$ cat config.mk
export PLATFORM = sky130hd
export DESIGN_NAME = sap_control_seq
export DESIGN_NICKNAME = d
export VERILOG_FILES = /design/src/rtl/sap_control_seq.sv
export SDC_FILE = /design/constraint.sdc
export NUM_CORES = 1
export LEC_CHECK = 0
export BUFFER_PORTS_ARGS = -buffer_cell sky130_fd_sc_hd__buf_2
export CORE_MARGIN = 1
export CORE_UTILIZATION = 54
export DETAILED_ROUTE_END_ITERATION = 16
export HOLD_SLACK_MARGIN = 0.1
export PLACE_DENSITY = 0.81
export SYNTH_ARGS = -nofsm -noshare
export SYNTH_HDL_FRONTEND = slang
export SYNTH_SLANG_ARGS = --single-unit
$ cat constraint.sdc
create_clock -name clk -period 2.62 [get_ports clk]
set_input_delay 0 -clock clk [delete_from_list [all_inputs] [get_ports clk]]
set_output_delay 0 -clock clk [all_outputs]
set_load 0.01 [all_outputs]
$ cat src/rtl/sap_control_seq.sv
// sap_control_seq: SAP-1 style control sequencer.
// The T-state advances on the rising edge of clk; the control word is
// registered on the falling edge so it is stable around the next rising edge.
// Optional macro SAP_STEP_EN adds a 'step' input for single-step operation:
// at the end of each instruction the sequencer parks in IDLE until step=1.
//
// state  | meaning
// -------+--------------------------------------------------
// IDLE   | after reset (or between steps), no control active
// T0..T2 | fetch: address out, PC increment, load IR
// T3..T5 | execute, length depends on the latched opcode
// HALT   | HLT executed, parked until reset

module sap_control_seq #(
  parameter int OPW = 4,
  parameter int CW  = 13,
  parameter int NT  = 6
) (
  input  logic           clk,
  input  logic           clr,
`ifdef SAP_STEP_EN
  input  logic           step,
`endif
  input  logic [OPW-1:0] opcode,
  input  logic           zflag,
  output logic [CW-1:0]  cntrlcodes,
  output logic [NT-1:0]  tstate,
  output logic           halted,
  output logic           instr_done
);

  typedef enum logic [3:0] {
    S_IDLE = 4'd0,
    S_T0   = 4'd1,
    S_T1   = 4'd2,
    S_T2   = 4'd3,
    S_T3   = 4'd4,
    S_T4   = 4'd5,
    S_T5   = 4'd6,
    S_HALT = 4'd7
  } state_t;

  localparam logic [OPW-1:0] OP_LDA = OPW'(4'h0);
  localparam logic [OPW-1:0] OP_ADD = OPW'(4'h1);
  localparam logic [OPW-1:0] OP_SUB = OPW'(4'h2);
  localparam logic [OPW-1:0] OP_JMP = OPW'(4'h3);
  localparam logic [OPW-1:0] OP_JZ  = OPW'(4'h4);
  localparam logic [OPW-1:0] OP_OUT = OPW'(4'hE);
  localparam logic [OPW-1:0] OP_HLT = OPW'(4'hF);

  localparam logic [CW-1:0] W_FETCH0 = CW'(13'h0600);
  localparam logic [CW-1:0] W_FETCH1 = CW'(13'h0800);
  localparam logic [CW-1:0] W_FETCH2 = CW'(13'h0180);
  localparam logic [CW-1:0] W_ADDR   = CW'(13'h0240);
  localparam logic [CW-1:0] W_LDA4   = CW'(13'h0120);
  localparam logic [CW-1:0] W_LDB4   = CW'(13'h0102);
  localparam logic [CW-1:0] W_ADD5   = CW'(13'h0024);
  localparam logic [CW-1:0] W_SUB5   = CW'(13'h002C);
  localparam logic [CW-1:0] W_JUMP   = CW'(13'h1040);
  localparam logic [CW-1:0] W_OUT    = CW'(13'h0011);

  state_t         state_q, state_d;
  logic [OPW-1:0] opcode_q, opcode_d;
  logic [NT-1:0]  tstate_q, tstate_d;
  logic           halted_q, halted_d;
  logic           done_q, done_d;
  logic [CW-1:0]  cntrl_q, cntrl_d;
  logic           step_go;
  state_t         end_target;

  // Whether the sequencer may leave IDLE / chain into the next fetch.
  always_comb begin
`ifdef SAP_STEP_EN
    step_go = step;
`else
    step_go = 1'b1;
`endif
    end_target = step_go ? S_T0 : S_IDLE;
  end

  // Next state, opcode latch, and registered-output precomputation.
  always_comb begin
    state_d  = state_q;
    opcode_d = opcode_q;
    if (state_q == S_T2) opcode_d = opcode;

    case (state_q)
      S_IDLE: state_d = step_go ? S_T0 : S_IDLE;
      S_T0:   state_d = S_T1;
      S_T1:   state_d = S_T2;
      S_T2:   state_d = S_T3;
      S_T3: begin
        if (opcode_q == OP_LDA || opcode_q == OP_ADD || opcode_q == OP_SUB)
          state_d = S_T4;
        else if (opcode_q == OP_HLT)
          state_d = S_HALT;
        else
          state_d = end_target;
      end
      S_T4: begin
        if (opcode_q == OP_ADD || opcode_q == OP_SUB) state_d = S_T5;
        else                                          state_d = end_target;
      end
      S_T5:   state_d = end_target;
      S_HALT: state_d = S_HALT;
      default: state_d = S_T0;
    endcase

    // opcode_d is the opcode that will be held while state_d is active,
    // so the end-of-instruction flag can be registered with the state.
    done_d = 1'b0;
    case (state_d)
      S_T3:    done_d = !(opcode_d == OP_LDA || opcode_d == OP_ADD || opcode_d == OP_SUB);
      S_T4:    done_d = (opcode_d == OP_LDA);
      S_T5:    done_d = 1'b1;
      default: done_d = 1'b0;
    endcase

    tstate_d = '0;
    case (state_d)
      S_T0:    tstate_d = NT'(1) << 0;
      S_T1:    tstate_d = NT'(1) << 1;
      S_T2:    tstate_d = NT'(1) << 2;
      S_T3:    tstate_d = NT'(1) << 3;
      S_T4:    tstate_d = NT'(1) << 4;
      S_T5:    tstate_d = NT'(1) << 5;
      default: tstate_d = '0;
    endcase

    halted_d = (state_d == S_HALT);
  end

  // Rising-edge sequencer state with synchronous active-low clear.
  always_ff @(posedge clk) begin
    if (!clr) begin
      state_q  <= S_IDLE;
      opcode_q <= '0;
      tstate_q <= '0;
      halted_q <= 1'b0;
      done_q   <= 1'b0;
    end else begin
      state_q  <= state_d;
      opcode_q <= opcode_d;
      tstate_q <= tstate_d;
      halted_q <= halted_d;
      done_q   <= done_d;
    end
  end

  // Control word for the current T-state and latched opcode.
  always_comb begin
    cntrl_d = '0;
    case (state_q)
      S_T0: cntrl_d = W_FETCH0;
      S_T1: cntrl_d = W_FETCH1;
      S_T2: cntrl_d = W_FETCH2;
      S_T3: begin
        case (opcode_q)
          OP_LDA, OP_ADD, OP_SUB: cntrl_d = W_ADDR;
          OP_JMP:                 cntrl_d = W_JUMP;
          OP_JZ:                  cntrl_d = zflag ? W_JUMP : '0;
          OP_OUT:                 cntrl_d = W_OUT;
          default:                cntrl_d = '0;
        endcase
      end
      S_T4: begin
        case (opcode_q)
          OP_LDA:         cntrl_d = W_LDA4;
          OP_ADD, OP_SUB: cntrl_d = W_LDB4;
          default:        cntrl_d = '0;
        endcase
      end
      S_T5: begin
        case (opcode_q)
          OP_ADD:  cntrl_d = W_ADD5;
          OP_SUB:  cntrl_d = W_SUB5;
          default: cntrl_d = '0;
        endcase
      end
      default: cntrl_d = '0;
    endcase
  end

  // Falling-edge control word register; clear wins over any pending word.
  always_ff @(negedge clk) begin
    if (!clr) cntrl_q <= '0;
    else      cntrl_q <= cntrl_d;
  end

  assign cntrlcodes = cntrl_q;
  assign tstate     = tstate_q;
  assign halted     = halted_q;
  assign instr_done = done_q;

endmodule

Word level (Yosys, flattened, before mapping)

Index checks and enable logic that the tools add are counted.

Flip-flop bits (word level): 29
Input bits: 7

Multiplexer cells: 12
Equal/unequal tests: 22
Reductions and logical operators: 10

Operators by type and width:

| cell                 | number |
|---|---|
| $pmux W13 S6         | 1 |
| $pmux W13 S4         | 1 |
| $eq A4 B3 Y1 const B | 9 |
| $pmux W6 S6          | 1 |
| $eq A4 B2 Y1 const B | 7 |
| $pmux W3 S6          | 1 |
| $pmux W9 S2          | 1 |
| $eq A4 B1 Y1 const B | 4 |
| $mux W13             | 1 |
| $pmux W6 S2          | 1 |
| $mux W3              | 3 |
| $eq A4 B4 Y1 const B | 2 |
| $logic_not A4 Y1     | 2 |
| $logic_or A1 B1 Y1   | 5 |
| $mux W4              | 1 |
| $pmux W1 S3          | 1 |
| $reduce_or A3 Y1     | 1 |
| $reduce_or A2 Y1     | 1 |
| $logic_not A1 Y1     | 1 |

Depth between registers and ports, before layout

Gate-level depths: netlist of the first run.

Depth in word-level cells: 7
Depth in mapped cells: 5
Gate-level depth less buffers: 4

==> results of run 1 <==
flip-flops by register name, summed over array words and instances (netlist names):
name / flops
cntrlcodes: 12
halted: 1
instr_done: 1
opcode_q: 4
state_q: 3
tstate: 6
routing by layer:
| layer | part of all wire | vias up | GRT usage |
|---|---|---|---|
| met3 | 0.060 | 8 | 0.0385 |
| met2 | 0.49 | 49 | 0.428 |
| met1 | 0.42 | 452 | 0.344 |
| li1 | - | 484 | - |
| met4 | 0.023 | 0 | 0.103 |
| met5 | 0 | - | 0 |
cell families (layout without fill, tap and decap cells):
kind of cell,after synthesis,count (layout),synth area share
and+or+nand+nor,50,50,0.241
DFF,27,27,0.500
AOI/OAI and AO/OA,19,19,0.144
buffers and inverters,12,57,0.0544
muxes,5,5,0.0463
xor gates and xnor gates,1,1,0.0151
metrics by stage:
stage	worst slack, ns	utilization	cell area, sq um	hold WS (ns)
finish	0.125	0.756	1360	0.485
global route	0.00200	0.756	1360	0.493
CTS	0.137	0.756	1360	0.461
detailed placement	0.136	0.691	1240	0.280
global placement	0.184	0.691	1240	0.262
floorplan	0.271	-	1080	0.122
power by group:
| group | leakage, nW | switching, mW | internal [mW] |
|---|---|---|---|
| clock | 0.0793 | 0.168 | 0.0796 |
| sequential | 0.219 | 0.0102 | 0.426 |
| combinational | 0.373 | 0.0644 | 0.0497 |
| total | 0.672 | 0.243 | 0.555 |
path summary, 6_finish.rpt:
check	slack, ns	cells past startpoint	startpoint	endpoint
max	0.12	3	opcode_q[0]$_SDFF_PN0_	cntrlcodes[2]$_SDFF_NN0_
min	0.48	4	opcode[3]	opcode_q[3]$_SDFF_PN0_
max reg2reg	0.12	3	opcode_q[0]$_SDFF_PN0_	cntrlcodes[2]$_SDFF_NN0_
min reg2reg	0.64	2	opcode_q[3]$_SDFF_PN0_	opcode_q[3]$_SDFF_PN0_
synthesized netlist by cell type (3+ instances only):
cell,count
and2_1,3
nor3_1,6
mux2i_1,5
dfxtp_1,27
a21oi_1,5
nand2_1,8
nor2b_1,3
buf_2,5
nand3_1,3
inv_1,5
nor4_1,4
nor2_1,13
worst max-delay path: cells and delay by family (launching register included):
family | cells | cell delay [ns]
XOR/XNOR | 1 | 0.31
flip-flops | 1 | 0.51
AND/OR/NAND/NOR | 2 | 0.34
layout make-up:
type / count / share of cell area
repair buffers: 37 / 0.163
clock inverters: 13 / 0.0358
clock buffers: 3 / 0.0165
well taps: 25 / 0.0230
flip-flops and latches: 27 / 0.397
multi-input cells: 75 / 0.354
inverters: 4 / 0.0110
repair_timing:
item	4_1_cts	5_1_grt
endpoints found under the hold margin	10	0
gates resized for setup	0	0
hold buffers	5	0
==> flow_summary_export.csv, run 1 <==
group,metric,value,unit
yosys,ys_seq_elements,27,
floorplan,fp-row-count,15,
clock_tree,cts_buffers,3,
layout,multi_input_area,482,sq um
route,wl_per_cell,13.6,microns
timing,setup_tns,0,ns
pwr,p_leak,0.672,nW
floorplan,coreArea,0.00180,sq mm
yosys,syn_inst,114,
clock_tree,h-tree-depth,1,
yosys,syn-mean-instance-area,9.48,sq um
grt,antenna_found_initial,0,
timing,tightest_slew,0.344,ns
yosys,yosysWarnings,0,
clock_tree,path_clk_slew,0.14,ns
clock_tree,cts_buffer_depth,2,
worst_hold_path,worstHoldPathType,"input pin to register",
timing,relSlewSlack,0.770,
outcome,outcome,"completed",
timing,rsz0062_at_grt,"no",
layout,fill_cells,130,
critical_path,critical-path-max-stage-delay,0.51,ns
timing,setup_violations,0,
yosys,synthDistinctLibCells,33,
pwr,fin_total_pwr,0.798,mW
grt,grt_pass1_wl,3.94,mm
clock_tree,clock_latency,0.39,ns
floorplan,die_h,46.7,microns
yosys,synth_ff_type,"dfxtp_1",
route,firstDrtPassIters,4,
clock_tree,cts_tree,"done",
yosys,syn-num-nets,121,
placement,dpl.cell_count,164,
layout,final_cell_mix,"27 x dfxtp_1, 27 x buf_2, 16 x inv_1, 13 x nor2_1, 8 x nand2_1",
route,ant_nets,0,
timing,hold_violations,0,
placement,port_buffers,27,
grt,first_global_vias,818,
placement,finalWeightedCongestion,0.838,
layout,drive_gt1_frac,0.270,
clock_tree,post-cts-setup-buffers,0,
grt,grt_remaining_overflow,0,
route,via_per_inst,5.40,
grt,grt_max_degree,15,
grt,gr-usage-all-layers,0.260,
floorplan,io_pins,28,
route,first_iter_violations,46,
timing,skew,0.0653,ns
pwr,peakVddDrop,385,uV
critical_path,path_cells,"xor2_2, nand2_2, nor3_1",
critical_path,cp.required,1.62,ns
critical_path,endpoint_kind,"register",
yosys,synth.top_cells.by_area,"dfxtp_1 50%, mux2i_1 4.6%, nor2_1 4.5%",
layout,diodes,0,
route,vias,993,
yosys,synth_edf_count,0,
critical_path,worstSetupPathType,"register to register",
layout,nets,167,
critical_path,critPathArrivalTime,1.49,ns
yosys,ys_seq_area_frac,0.500,
critical_path,crit_slowest_cell,"dfxtp_1",
yosys,netlist_area,0.00108,sq mm
critical_path,worstPathMaxFanout,7,
layout,area_growth,26.0,%
route,wl,2.50,mm
run,cap_violations,0,
floorplan,die_w,46.7,microns
yosys,synth_top_area_cell,"dfxtp_1",
floorplan,initial_core_util,0.600,
route,drcViolationCount,0,
clock_tree,cts_sinks,27,
layout,ff_latch_area,541,sq um
yosys,synth-async-reset-ratio,0,
layout,final_cells,184,
yosys,yosysTopAreaCellShare,0.500,
critical_path,start_kind,"register",
clock_tree,cts-root-buf,"clkbuf_4",
pwr,power_density,586,mW/mm^2
placement,hpwlAfterDp,1.64,mm
floorplan,dieArea,0.00218,sq mm
timing,slew_violations,0,
Note: power is estimated with default switching activity, not from simulation.
==> run 2: changes to the inputs <==
--- a/config.mk
+++ b/config.mk
@@ -6,6 +6,7 @@
 export NUM_CORES = 1
 export LEC_CHECK = 0
 export BUFFER_PORTS_ARGS = -buffer_cell sky130_fd_sc_hd__buf_2
+export CORE_ASPECT_RATIO = 1.2
 export CORE_MARGIN = 1
 export CORE_UTILIZATION = 54
 export DETAILED_ROUTE_END_ITERATION = 16
==> flow_summary_export.csv, run 2 (synthesis results as in run 1) <==
group,metric,value,unit
clock_tree,cts_buffer_depth,2,
pwr,power_density,652,mW/mm^2
grt,gr-usage-all-layers,0.246,
layout,final_cells,179,
layout,diodes,0,
layout,area_growth,28.5,%
layout,largest_register_ffs,12,
floorplan,die_w,42.8,microns
clock_tree,cts-root-buf,"clkbuf_4",
clock_tree,cts_resized,0,
critical_path,critPathArrivalTime,1.45,ns
route,firstDrtPassIters,4,
critical_path,cp.required,1.60,ns
pwr,sequentialPowerShare,0.484,
pwr,power.switching,0.250,mW
outcome,outcome,"completed",
timing,rsz0062_at_grt,"no",
floorplan,die_h,51.0,microns
clock_tree,clock_latency,0.41,ns
layout,fill_cells,124,
layout,fin_util,0.751,
route,wl,2.51,mm
grt,grt_pass1_wl,4.01,mm
critical_path,endpoint_kind,"register",
floorplan,io_pins,28,
route,wl_per_cell,14.0,microns
clock_tree,cts_sinks,27,
critical_path,worstSetupPathType,"register to register",
layout,drive_gt1_frac,0.281,
layout,nets,168,
placement,dpl-instance-area,0.00124,sq mm
critical_path,start_kind,"register",
timing,tightest_slew,0.351,ns
clock_tree,hold_buffers,5,
timing,hold_violations,0,
grt,grt_remaining_overflow,0,
route,via_per_inst,5.70,
critical_path,r2r_slack,0.14,ns
placement,hpwlAfterDp,1.56,mm
run,cap_violations,0,
grt,antenna_found_initial,0,
floorplan,coreArea,0.00185,sq mm
pwr,p_int,0.655,mW
clock_tree,cts_buffers,3,
placement,dpl.cell_count,159,
clock_tree,h-tree-depth,1,
clock_tree,post-cts-setup-buffers,0,
grt,grt_max_degree,16,
grt,first_global_vias,891,
timing,setup_violations,0,
route,first_iter_violations,37,
pwr,switching_share,0.276,
placement,finalWeightedCongestion,0.873,
pwr,p_leak,0.689,nW
pwr,peakVddDrop,455,uV
route,vias,1020,
critical_path,startpoint,"state_q[2]$_SDFF_PN0_",
route,drcViolationCount,0,
pwr,p_comb_frac,0.123,
floorplan,fp-row-count,17,
pwr,clkPwrFrac,0.392,
critical_path,r2r_start,"state_q[2]$_SDFF_PN0_",
timing,setup_tns,0,ns
floorplan,dieArea,0.00219,sq mm
layout,final_cell_mix,"27 x dfxtp_1, 27 x buf_2, 16 x inv_1, 13 x nor2_1, 8 x nand2_1",
clock_tree,cts_tree,"done",
worst_hold_path,worstHoldPathType,"input pin to register",
layout,design_area,0.00139,sq mm
timing,skew,0.0765,ns
critical_path,worstPathMaxFanout,10,
timing,slew_violations,0,
route,ant_nets,0,
placement,port_buffers,27,
clock_tree,path_clk_slew,0.15,ns
worst_hold_path,hp-start,"opcode[0]",
timing,relSlewSlack,0.766,
floorplan,initial_core_util,0.584,
## run 2: changes by cell type in the layout (fill, tap and decap cells not counted)
cell       before  now
buf_4           5    6
bufinv_16       0    1
clkinv_1        1    0
## run 2: final timing paths
kind / end / cells after the start
setup / recovery: cntrlcodes[4]$_SDFF_NN0_ / 3
hold / removal: opcode_q[0]$_SDFF_PN0_ / 4
setup reg to reg: cntrlcodes[4]$_SDFF_NN0_ / 3
hold reg to reg: tstate[1]$_SDFF_PN0_ / 1
## run 2: cell type report
type                       instances  area (sq um)  share of cell area
clock buffer                       3          22.5              0.0162
clock inverter                    13          75.1              0.0541
inverter                           4          15.0              0.0108
multi-input combinational         75           482               0.347
sequential                        27           541               0.389
tap                               19          23.8              0.0171
timing repair buffer              38           230               0.166
## run 2: power by group through the flow
| stage | combinational [mW] | clock, mW | sequential (mW) |
|---|---|---|---|
| floorplan | 0.0682 | 0.0305 | 0.447 |
| global route | 0.122 | 0.381 | 0.440 |
| detailed placement | 0.104 | 0.0305 | 0.446 |
| global placement | 0.102 | 0.0305 | 0.445 |
| CTS | 0.110 | 0.354 | 0.437 |
| finish | 0.111 | 0.355 | 0.438 |
## run 2: per-layer routing
metal,share of wire,up-vias,GRT usage
li1,-,488,-
met1,0.42,462,0.287
met2,0.47,56,0.407
met3,0.066,14,0.0530
met4,0.045,0,0.151
met5,0,-,0
## run 2: through the flow
step	total power, mW	setup WS, ns	hold slack, ns
after global routing	0.943	0.0233	0.507
after global placement	0.577	0.201	0.267
after floorplan	0.546	0.271	0.122
after CTS	0.901	0.164	0.461
final	0.905	0.142	0.474
after detailed placement	0.580	0.152	0.278
## run 2: worst max-delay path, stage by stage, from the launching register on
cell,delay (ns)
dfxtp_1,0.54
nand2b_1,0.13
buf_4,0.17
nor4_1,0.28
